<file path="src/rtl/conv_3x3_seq.sv">
// conv_3x3_seq: accepts one 3x3 pixel window per handshake, streams the nine pixel/weight
// pairs into the serial MAC, waits out its latency and returns the result. Build macro: CONV3X3_SEQ_PERF_EN.
module conv_3x3_seq #(
    parameter int ANS_LAT = 1,
    parameter int TAPS    = 9
) (
    input  logic        clk,
    input  logic        rst_n,
    input  logic        wt_load,
    input  logic [7:0]  wt_in,
    output logic        wt_ok,
    input  logic        win_valid,
    output logic        win_ready,
    input  logic [71:0] win_data,
    output logic        mac_clr,
    output logic [7:0]  mac_data,
    output logic [7:0]  mac_weight,
    input  logic [7:0]  mac_ans,
    output logic        out_valid,
    input  logic        out_ready,
    output logic [7:0]  out_data
`ifdef CONV3X3_SEQ_PERF_EN
    ,
    output logic [15:0] perf_win_cnt,
    output logic [15:0] perf_stall_cnt
`endif
);

    // Both handshakes: a transfer happens on a rising edge where valid and ready are both high;
    // the producer holds valid and its payload unchanged until that edge.

    typedef enum logic [1:0] {S_IDLE, S_STREAM, S_DRAIN, S_HOLD} state_t;

    localparam logic [3:0] LAST_TAP = 4'(TAPS - 1);
    localparam logic [3:0] LAT_INIT = 4'(ANS_LAT);

    state_t      state_q;
    logic [7:0]  wt_q [TAPS];
    logic [3:0]  wr_ptr_q;
    logic        wt_ok_q;
    logic [3:0]  tap_q;
    logic [3:0]  lat_q;
    logic [71:0] win_q;
    logic        mac_clr_q;
    logic [7:0]  mac_data_q;
    logic [7:0]  mac_weight_q;
    logic        out_valid_q;
    logic [7:0]  out_data_q;

    logic [3:0]  tap_d;
    logic        wt_write;
    logic        win_fire;
    logic        out_fire;

    assign tap_d     = tap_q + 4'd1;
    assign wt_write  = (state_q == S_IDLE) && wt_load;
    assign win_ready = (state_q == S_IDLE) && wt_ok_q && !wt_load;
    assign win_fire  = win_valid && win_ready;
    assign out_fire  = out_valid_q && out_ready;

    always_ff @(posedge clk or negedge rst_n) begin
        if (!rst_n) begin
            state_q      <= S_IDLE;
            for (int i = 0; i < TAPS; i++) wt_q[i] <= '0;
            wr_ptr_q     <= '0;
            wt_ok_q      <= 1'b0;
            tap_q        <= '0;
            lat_q        <= '0;
            win_q        <= '0;
            mac_clr_q    <= 1'b0;
            mac_data_q   <= '0;
            mac_weight_q <= '0;
            out_valid_q  <= 1'b0;
            out_data_q   <= '0;
        end else begin
            if (wt_write) begin
                wt_q[wr_ptr_q] <= wt_in;
                if (wr_ptr_q == LAST_TAP) begin
                    wr_ptr_q <= '0;
                    wt_ok_q  <= 1'b1;
                end else begin
                    wr_ptr_q <= wr_ptr_q + 4'd1;
                end
            end

            case (state_q)
                S_IDLE: begin
                    if (win_fire) begin
                        // Tap 0 goes out on the very next cycle; the rest is kept as a shift register.
                        state_q      <= S_STREAM;
                        tap_q        <= '0;
                        win_q        <= win_data >> 8;
                        mac_clr_q    <= 1'b1;
                        mac_data_q   <= win_data[7:0];
                        mac_weight_q <= wt_q[0];
                    end
                end
                S_STREAM: begin
                    mac_clr_q <= 1'b0;
                    if (tap_q == LAST_TAP) begin
                        state_q      <= S_DRAIN;
                        lat_q        <= LAT_INIT;
                        mac_data_q   <= '0;
                        mac_weight_q <= '0;
                    end else begin
                        tap_q        <= tap_d;
                        mac_data_q   <= win_q[7:0];
                        mac_weight_q <= wt_q[tap_d];
                        win_q        <= win_q >> 8;
                    end
                end
                S_DRAIN: begin
                    if (lat_q <= 4'd1) begin
                        out_data_q  <= mac_ans;
                        out_valid_q <= 1'b1;
                        state_q     <= S_HOLD;
                    end else begin
                        lat_q <= lat_q - 4'd1;
                    end
                end
                S_HOLD: begin
                    if (out_fire) begin
                        out_valid_q <= 1'b0;
                        state_q     <= S_IDLE;
                    end
                end
                default: state_q <= S_IDLE;
            endcase
        end
    end

    assign wt_ok      = wt_ok_q;
    assign mac_clr    = mac_clr_q;
    assign mac_data   = mac_data_q;
    assign mac_weight = mac_weight_q;
    assign out_valid  = out_valid_q;
    assign out_data   = out_data_q;

`ifdef CONV3X3_SEQ_PERF_EN
    logic [15:0] perf_win_q;
    logic [15:0] perf_stall_q;

    // Window count wraps; stall count saturates so long stalls stay visible.
    always_ff @(posedge clk or negedge rst_n) begin
        if (!rst_n) begin
            perf_win_q   <= '0;
            perf_stall_q <= '0;
        end else begin
            if (out_fire) perf_win_q <= perf_win_q + 16'd1;
            if ((state_q == S_HOLD) && !out_ready && (perf_stall_q != 16'hFFFF))
                perf_stall_q <= perf_stall_q + 16'd1;
        end
    end

    assign perf_win_cnt   = perf_win_q;
    assign perf_stall_cnt = perf_stall_q;
`endif

endmodule
</file>
<file path="config.mk">
export PLATFORM = sky130hd
export DESIGN_NAME = conv_3x3_seq
export DESIGN_NICKNAME = d
export VERILOG_FILES = /design/src/rtl/conv_3x3_seq.sv
export SDC_FILE = /design/constraint.sdc
export NUM_CORES = 1
export LEC_CHECK = 0
export CORE_ASPECT_RATIO = 0.5
export CORE_MARGIN = 3
export CORE_UTILIZATION = 53
export CTS_CLUSTER_SIZE = 12
export DETAILED_ROUTE_END_ITERATION = 16
export GPL_TIMING_DRIVEN = 0
export HOLD_SLACK_MARGIN = 0.1
export PLACE_DENSITY = 0.81
export SLEW_MARGIN = 20
export SYNTH_ARGS = -nofsm -noshare
export SYNTH_HDL_FRONTEND = slang
export SYNTH_SLANG_ARGS = --single-unit
</file>
<file path="constraint.sdc">
create_clock -name clk -period 2.8 [get_ports clk]
set_clock_uncertainty 0.05 [all_clocks]
set_input_delay 0.56 -clock clk [delete_from_list [all_inputs] [get_ports clk]]
set_output_delay 0.56 -clock clk [all_outputs]
set_load 0.005 [all_outputs]
</file>
After elaboration in Yosys (flattened, before gate mapping)
Index checks and enable logic that the tools add are counted.
Storage, ports and cells
  memory bits (read-only): 0
  RAM bits: 0
  memories kept: 0
  input bits: 93
  latch bits: 0
  flip-flop bits (word level): 185
Operators by class
  magnitude comparators: 4
  $add $sub $neg: 3
  reduce and logical (&&, ||, !) cells: 18
  bitwise gates (word level): 2
  multiply operators: 0
  mux-type cells: 32
  equal/unequal tests: 11
  shift operators: 0
  div/mod/pow operators: 0
Operators by type and width (count)
  72-bit two-way mux: 2
  72-bit case mux with 2 select lines: 1
  72-bit bitwise mux: 1
  8-bit two-way mux: 7
  8-bit binary-select mux with 4-bit select: 1
  8-bit demux with 4-bit select: 1
  8-bit case mux with 2 select lines: 2
  4-bit two-way mux: 5
  4-bit case mux with 2 select lines: 2
  2-bit inequality test, second input constant: 6
  5-bit >= comparator, second input constant: 2
  4-bit inverter with 5-bit output: 2
  3-bit AND reduction: 3
  4-bit by 1-bit adder with 4-bit output, second input constant: 2
  4-bit equality test, second input constant: 2
  2-bit two-way mux: 4
  2-bit case mux with 4 select lines: 1
  1-bit logical AND: 6
  2-bit AND reduction: 3
  2-bit nonzero test: 3
  5-bit by 1-bit < comparator with 1-bit output, second input constant: 1
  2-bit equality test, second input constant: 2
  4-bit by 1-bit <= comparator with 1-bit output, second input constant: 1
  1-bit case mux with 2 select lines: 2
  6 further kinds: 8

Depth between registers and ports, before layout
Gate-level depths: netlist of the first run.
  word-level depth: 7
  mapped depth: 9
  depth with buffers taken out: 6

Worst setup path before layout of the first run
Ideal clock, no wire load.
  path type: flip-flop to flip-flop
  start point: register tap_q[0]
  end point: register mac_weight_q[1] (netlist: mac_weight[1])
  stages on the path, launching flop included: 10
  slack: 0.551 ns
  path buffers: 3
  setup time: 0.124 ns
  period minus slack after synthesis: 2.249 ns
  arrival time: 2.075 ns
  data required time: 2.626 ns
  path through: dfrtp_1 -> buf_2 -> inv_1 -> ha_1 -> buf_2 -> buf_2 -> mux4_2 -> mux2i_1 -> nor3_1 -> a211o_1
Between the ends
  longest elaborated chain between the ends: 7
  elaborated cells between the ends (all ways): 8
  those cells by class: 1 x add/sub; 1 x eq/ne; 5 x mux; 1 x bitwise
Ends and longest elaborated chain
  start, declared: RTL line 41  | logic [3:0] tap_q;
  start signal, assigned: RTL line 106  | tap_q <= tap_d;
  4-bit by 1-bit adder with 4-bit output: RTL line 55  | assign tap_d = tap_q + 4'd1;
  4-bit inverter with 5-bit output (not written as such): RTL line 108  | mac_weight_q <= wt_q[tap_d];
  8-bit binary-select mux with 4-bit select: RTL line 108
  8-bit two-way mux (not written as such) (2 in series): RTL line 108
  8-bit two-way mux (*): RTL line 100  | if (tap_q == LAST_TAP) begin
  8-bit case mux with 2 select lines (*): RTL line 86  | case (state_q)
  end signal, assigned: RTL line 95  | mac_weight_q <= wt_q[0];
  end signal, assigned: RTL line 108
  end, declared: RTL line 46  | logic [7:0] mac_weight_q;
Every way passes the cells marked *; elsewhere a longest branch is shown, timed or not. The select of a mux whose other input is x is not followed.
A chain may end at the register's enable or synchronous reset.

Final worst setup path of the first run
  start point: register state_q[0]
  end point: output port win_ready
Between the ends
  longest elaborated chain between the ends: 3
Ends and longest elaborated chain
  start, declared: RTL line 37  | state_t state_q;
  start signal, assigned: RTL line 63  | state_q <= S_IDLE;
  start signal, assigned: RTL line 90  | state_q <= S_STREAM;
  start signal, assigned: RTL line 101  | state_q <= S_DRAIN;
  2-bit zero test: RTL line 57  | assign win_ready = (state_q == S_IDLE) && wt_ok_q && !wt_load;
  1-bit logical AND (2 in series): RTL line 57
  end, declared: RTL line 13  | output logic win_ready,
No other way between the ends.

==> results.cfg, run 1 <==
[timing]
slew_violations = 0
final-setup-viol-count = 0
setup_ws_ps = 147.1
timing.fmax_ghz = 0.3769
period_needed_ps = 2653
fin_crit_sh_pct = 94.75
tightest_slew_ps = 1034
fin_setup_tns_ps = 0
max-slew-margin-rel_pct = 30.71
hold_viol = 0

[critical_path]
cp_max_fo = 7
end_kind = output port
crit_start = state_q[0]
timing.critical_path.buf_inv = 4
slowest_stage = clkdlybuf4s50_1
crit_family = buffers and inverters
max_stage_delay_ps = 520
reg2reg_from = tap_q[0]
worstPathRequired_ps = 2190
worstSetupPathType = reg2out
critPathLaunchType = register
worst_path_most_repeated_cell = inv_2
cp_cell_sequence = inv_2, ha_1, buf_6, inv_2, nor3b_2, clkdlybuf4s50_1
crit_arrival_ps = 2040

[grt]
grt_overflow = 0
grt_max_degree = 101
grt_pass1_vias = 6023
grt_antenna_before_repair = 0
grt_pass1_wl_um = 32240
grt_util_all_layers_pct = 23.00

[placement]
port-buffer-count = 120
gp_congestion = 0.8229
preCtsSetupSlack_ps = -49.70
hpwlAfterDp_um = 13120

[synth]
synth_seq_cells = 177
postSynth.asyncResetShare_pct = 100.0
syn_avg_cell_area_um2 = 14.05
synth.area.top_cells = dfrtp_1 51%, mux2_2 20%, mux2_4 6.9%, mux4_2 4.1%, ha_1 1.9%
synth_common_cells = 177 x dfrtp_1, 152 x mux2_2, 40 x mux2_4, 21 x inv_1, 19 x o21ai_0
synth-edff-count = 0
yosysTopAreaCell = dfrtp_1
synthFlopType = dfrtp_1
yosysTopAreaCellShare_pct = 50.94
ys_warn_count = 0
synth_cell_type_count = 54
yosysMostFrequentCell = dfrtp_1
synth_seq_area_share_pct = 50.94
syn-num-nets = 725
synth_cells = 619
synth_area_um2 = 8695

[cells_and_area]
antennaDiodeCount = 0
drive_above_1_share_pct = 36.09
fillCellCount = 1094
area_growth_syn_to_layout_pct = 24.90
nNetsFinal = 866

[detailed_routing]
drt_iter0_markers = 373
vias_per_cell = 5.657
wl_per_cell_um = 20.19
routed_wl_um = 20070
drc = 0
num_vias = 5623
ant_nets = 0
dr.pass1.iters = 4

[worst_hold_path]
hold_path.class = reg2reg
hp-start = mac_clr

[clock_tree]
cts_setup_buffers = 0
clockBufferDepth = 2
worstSkewPairLatency_ps = 430
clkTransAtPathRegs_ps = 70
cts_htree_levels = 4
tritoncts = done
cts_buffers = 17
clock_sinks = 177
cts-root-buf = clkbuf_16

[floorplanning]
die_h_um = 96.57
initial_utilization_pct = 55.26
dieArea_um2 = 18070
die_w_um = 187.1
rows = 32
ioPinCount = 121
fp.coreArea_um2 = 15740

[power]
vdd_drop_max_mv = 0.6936
power_density_nw_per_um2 = 1056
leakagePower_nw = 4.920

[run]
max_cap_viol_count = 0

[outcome]
outcome = finished clean
-- kinds of logic after synthesis --
kind of cell	after synthesis	synth area share, %
AO/OA/AOI/OAI	69	5.540
AND/OR/NAND/NOR	79	5.023
multiplexers	222	32.39
flip-flops	177	50.94
XOR/XNOR	5	0.6765
adder cells (fa/ha/maj)	13	1.871
buffers and inverters	54	3.554
-- registers in the layout, indices dropped and copies added (netlist names), 2 cells and up --
name,flops
lat_q,4
mac_data,8
mac_weight,8
out_data,8
state_q,2
tap_q,4
win_q,64
wr_ptr_q,4
wt_q,72
-- per-layer routing --
metal  vias up  GRT usage [%]  share of wire, %  wire, um
li1       2547              -                 -         -
met1      2898          29.76                44      8819
met2       153          39.66                49      9908
met3        25          5.045               5.3      1067
met4         0          7.102               1.4       276
met5         -              0                 0         0
-- metrics by stage --
stage | util [%] | area, um2 | std cells | power [mW] | hold WS [ps]
floorplan | - | 8695 | 619 | 7.438 | 214.4
CTS | 68.93 | 10850 | 994 | 11.50 | 439.7
finish | 69.01 | 10860 | 994 | 11.46 | 435.4
global placement | 64.65 | 10170 | 960 | 8.693 | 413.8
global route | 69.01 | 10860 | 994 | 12.11 | 452.7
detailed placement | 64.85 | 10200 | 961 | 8.864 | 419.7
-- final timing paths --
| kind | endpoint | slack (ps) | depth (start not counted) |
|---|---|---|---|
| max | win_ready | 150 | 6 |
| max reg2reg | mac_weight[4] | 200 | 9 |
| min reg2reg | mac_clr | 440 | 1 |
| min | mac_clr | 440 | 1 |
| max in group asynchronous | wt_q[8] | 1130 | 3 |
| min in group asynchronous | win_q[42] | 630 | 2 |
-- final cells by class --
class                      count  area (um2)  area share (%)
inverter                      23       86.33          0.7950
clock inverter                14       190.2           1.751
multi-input combinational    388        3961           36.48
sequential                   177        4429           40.79
buffer                        31       232.7           2.143
tap                          221       276.5           2.546
timing repair buffer         122        1244           11.45
clock buffer                  18       439.2           4.044
-- power breakdown --
part | switching [mW] | total, mW | internal [mW]
clock network | 1.12 | 2.59 | 1.47
logic | 2.02 | 4.81 | 2.79
registers | 0.563 | 4.07 | 3.50
-- placed cells by master, fill, tap and decap left out, types with 3 or more instances in the layout --
| master | instances |
|---|---|
| a211o_1 | 7 |
| a21oi_1 | 13 |
| a221o_1 | 3 |
| a22o_1 | 11 |
| and3_1 | 7 |
| buf_12 | 4 |
| buf_2 | 6 |
| buf_4 | 7 |
| bufinv_16 | 3 |
| clkbuf_1 | 10 |
| clkbuf_16 | 17 |
| clkdlybuf4s50_1 | 119 |
| dfrtp_1 | 177 |
| ha_1 | 13 |
| inv_1 | 20 |
| inv_6 | 6 |
| inv_8 | 3 |
| mux2_2 | 152 |
| mux2_4 | 40 |
| mux2i_1 | 13 |
| mux4_2 | 16 |
| nand2_1 | 17 |
| nand2_2 | 4 |
| nand2b_1 | 3 |
| nand3_1 | 13 |
| nor2_1 | 10 |
| nor3_1 | 12 |
| o21ai_0 | 19 |
| o22ai_1 | 3 |
-- timing repair --
action | CTS | global route
hold buffers | 1 | 0
gates resized for setup | 1 | 7
endpoints found under the setup margin | 4 | 8
endpoints found under the hold margin | 77 | 0
(Power assumes the default switching activity.)
==> run 2: changes to the inputs <==
- CORE_MARGIN: 3 -> not set
==> run 2 against run 1 <==
  * First-iteration DRC count fell by 9.4%
  * Critical endpoint unchanged
  * Setup slack worse by 24 ps
  * Critical path depth unchanged
  * Utilization shrank 0.18 points
  * Die area fell by 6.2%
  * Largest cell class unchanged
  * Routed wire length down 1.3%
  * Largest power group unchanged
==> results.cfg, run 2 (same netlist as run 1, synthesis figures left out) <==
[power]
switchingPower_mw = 3.724
leakagePower_nw = 4.883
power_density_nw_per_um2 = 1045
p_clk_share_pct = 21.3
pwr-share-seq_pct = 36.1
vdd_drop_max_mv = 0.7400
combPwrFrac_pct = 42.6
p_sw_share_pct = 32.99
fin_total_pwr_mw = 11.29
p_int_mw = 7.563

[cells_and_area]
layout_commonest_cell = dfrtp_1
area_growth_syn_to_layout_pct = 24.25
largest_register = wt_q
fillCellCount = 1120
nNetsFinal = 865
drive_above_1_share_pct = 36.01
largest_reg_flops = 72
antennaDiodeCount = 0
most-common-layout-cells = 177 x dfrtp_1, 152 x mux2_2, 119 x clkdlybuf4s50_1
largestRegisters = wt_q: 72 flops, win_q: 64 flops

[critical_path]
worstPathRequired_ps = 2190
cp_max_fo = 7
end_kind = output port
critPathLaunchType = register
slowest_stage = clkdlybuf4s50_1
crit_arrival_ps = 2070
max_stage_delay_ps = 530
cp_cell_sequence = inv_1, ha_1, buf_4, inv_2, nor3b_1, clkdlybuf4s50_1
worstSetupPathType = reg2out

[worst_hold_path]
hold_path.class = in2async

[timing]
period_needed_ps = 2677
hold_viol = 0
max-slew-margin-rel_pct = 33.45
fin_crit_sh_pct = 95.61
fin_setup_tns_ps = 0
rsz0062_at_grt = no
final-setup-viol-count = 0
tightest_slew_ps = 992.8
slew_violations = 0
hold_slack_ps = 77.13
timing.fmax_ghz = 0.3735

[outcome]
outcome = finished clean

[clock_tree]
worstSkewPairLatency_ps = 430
clkTransAtPathRegs_ps = 80
clockBufferDepth = 2
cts_setup_buffers = 0
hold_buffers = 0
cts_buffers = 17
cts-root-buf = clkbuf_16
cts_htree_levels = 4
clock_sinks = 177
tritoncts = done

[floorplanning]
dieArea_um2 = 16950
die_w_um = 183.1
initial_utilization_pct = 55.40
die_h_um = 92.57
ioPinCount = 121
fp.coreArea_um2 = 15700
rows = 32

[detailed_routing]
wl_per_cell_um = 19.94
ant_nets = 0
drc = 0
num_vias = 5530
dr.pass1.iters = 5
routed_wl_um = 19800
vias_per_cell = 5.569
drt_iter0_markers = 338

[run]
max_cap_viol_count = 0

[grt]
grt_overflow = 0
grt_pass1_vias = 5945
grt_antenna_before_repair = 0
grt_pass1_wl_um = 31970
grt_util_all_layers_pct = 25.01
grt_max_degree = 91

[placement]
hpwlAfterDp_um = 13070
gp_congestion = 0.7964
port-buffer-count = 120
[run 2: timing repair]
action	4_1_cts	5_1_grt
setup endpoints to repair	5	7
pin swaps	0	0
gates resized for setup	1	4
[run 2: final cells by class]
cell class,count,area [um2],area share [%]
Multi-Input combinational cell,388,3956,36.62
Sequential cell,177,4429,41.00
Timing Repair Buffer,121,1234,11.42
Inverter,23,86.33,0.7992
Clock buffer,17,425.4,3.938
Buffer,31,229.0,2.120
Tap cell,221,276.5,2.560
Clock inverter,15,166.4,1.540
[run 2: metrics by stage]
stage / worst slack [ps] / util, % / area [um2] / instances
after floorplan: 550.9 / - / 8695 / 619
after global placement: -6221 / 64.81 / 10170 / 960
after detailed placement: -96.51 / 65.02 / 10200 / 961
after CTS: 65.59 / 68.81 / 10800 / 993
after global routing: 5.311 / 68.83 / 10800 / 993
final: 122.9 / 68.83 / 10800 / 993
[run 2: path summary, 6_finish.rpt]
check | startpoint | endpoint | slack, ps | depth (start not counted)
max | state_q[1] | win_ready | 120 | 6
max reg2reg | tap_q[0] | mac_weight[3] | 170 | 9
max in group asynchronous | rst_n | win_q[52] | 1710 | 2
min in group clk | wt_q[6] | mac_weight[6] | 440 | 1
min | rst_n | wr_ptr_q[3] | 80 | 1
min reg2reg | wt_q[6] | mac_weight[6] | 440 | 1
[run 2: power by group through the flow]
stage / combinational, mW / sequential [mW] / clock, mW
final: 4.81 / 4.07 / 2.41
after global routing: 5.19 / 4.18 / 2.55
after CTS: 4.84 / 4.06 / 2.43
after detailed placement: 4.78 / 4.09 / 0
after global placement: 4.65 / 4.04 / 0
after floorplan: 3.51 / 3.93 / 0
[run 2: critical path, delay by kind of cell, from the launching register on]
kind,cells,cell delay [ps]
buffers and inverters,4,880
flip-flops,1,410
AND/OR/NAND/NOR,1,190
adder cells (fa/ha/maj),1,150
[run 2: layer usage]
metal  GRT usage (%)  part of all wire (%)  vias up
met5               0                     0        -
met2           42.02                    49      117
met3           3.932                   4.3       26
met1           33.17                    45     2857
met4           9.167                   1.6        0
li1                -                     -     2530
==> run 3: changes to the inputs <==
- SLEW_MARGIN: 20 -> 10
- TNS_END_PERCENT: not set -> 5
==> results of run 3 <==
Same layout as run 2: the final DEF is identical, and so are final timing and power.
==> variant: new RTL, config.mk and constraints of run 1 <==
Build with the macro `CONV3X3_SEQ_PERF_EN` defined.
--- a/src/rtl/conv_3x3_seq.sv
+++ b/src/rtl/conv_3x3_seq.sv
@@ -1,5 +1,7 @@
 // conv_3x3_seq: accepts one 3x3 pixel window per handshake, streams the nine pixel/weight
 // pairs into the serial MAC, waits out its latency and returns the result. Build macro: CONV3X3_SEQ_PERF_EN.
+`define CONV3X3_SEQ_PERF_EN
+
 module conv_3x3_seq #(
     parameter int ANS_LAT = 1,
     parameter int TAPS    = 9
Check against the original RTL (old outputs only; new: perf_stall_cnt and perf_win_cnt): equivalent (equiv_simple and equiv_induct, registers matched by name and starting in step).
==> variant against run 1 <==
  * Sequential share of layout area rose by 3.2 points
  * Worst setup slack worse by 0.048 ns
  * Clock power decreased by 5%
  * Cell area rose by 9.6%
  * Sequential cell count rose by 32
  * Highest routed layer unchanged
  * Total power up 0.41%
  * Area after synthesis rose by 8.9%
  * Core utilization rose by 1.3 points
  * Worst hold slack got worse by 0.010 ns
  * Wire length is 10% higher
==> variant: results (changes against run 1) <==
* Layout cells sized above 1 at 15.4% (-21 points)
* Worst-path maximum fanout at 6 (-1)
* Commonest cells in the netlist: 209 x dfrtp_1, 87 x nand2_1, 86 x mux2_2
* Mapped Nets at 879 (+21%)
* Clock buffer depth at 3 (+1)
* Global-route wire length before repair at 36.6 mm (+14%)
* Total Nets Final at 1055 (+22%)
* Worst-Skew Late Latency at 0.50 ns (+0.07 ns)
* H-tree levels at 1 (-3)
* Resized cells post-CTS at 0 (-1)
* Die X at 195 µm (+4.2%)
* Max-slew headroom at 46.0% (+15 points)
* Synth Instances at 771 (+25%)
* Synth Area in Compound Gates at 8.50% (+3.0 points)
* Synth cell types at 45 (-17%)
* Post-DP HPWL at 15.8 mm (+21%)
* Met3 usage at 4.51% (-0.54 points)
* Reg2reg setup slack at 0.24 ns (+0.04 ns)
* Synth Area in Adders at 1.98% (+0.11 points)
* Hold Path Class: input pin to async pin
* M2 GR Usage at 38.1% (-1.6 points)
* Status: completed
* Worst slack, placed at -0.0881 ns (-0.0384 ns)
* Number of iterations in the first detailed-routing pass at 5 (+1)
* Largest cells by area after synthesis: dfrtp_1 55%, mux2_2 10%, mux2i_1 6.9%
* Initial drt markers at 408 (+9.4%)
* Num CTS Buffers at 21 (+4)
* Critical path data arrival time at 2.09 ns (+0.05 ns)
* Pint at 7630 µW (-1.7%)
==> variant: changes by cell type in the layout (fill, tap and decap cells not counted), moves of 10 or more <==
| cell | delta |
|---|---|
| nand2_1 | +70 |
| mux2_2 | -66 |
| o21ai_0 | +54 |
| mux2i_1 | +52 |
| mux2_4 | -39 |
| clkdlybuf4s50_1 | +32 |
| dfrtp_1 | +32 |
| xnor2_1 | +17 |
| xor2_1 | +12 |
| clkbuf_1 | +11 |
| nor2_1 | +10 |
==> variant: power by group through the flow <==
stage	combinational [µW]	clock [µW]	sequential, µW
after global placement	4150	0	4720
final	4300	2470	4740
after CTS	4350	2510	4730
after global routing	4780	2640	4870
after detailed placement	4330	0	4780
after floorplan	2890	0	4600
==> variant: cell type report <==
class                   instances  area [µm²]
inverters                      19        71.3
clock buffers                  24         547
multi-input cells             506        4010
repair buffers                155        1590
clock inverters                 2        13.8
fillers                      1173        5030
plain buffers                  35         149
well taps                     227         284
flip-flops and latches        209        5230
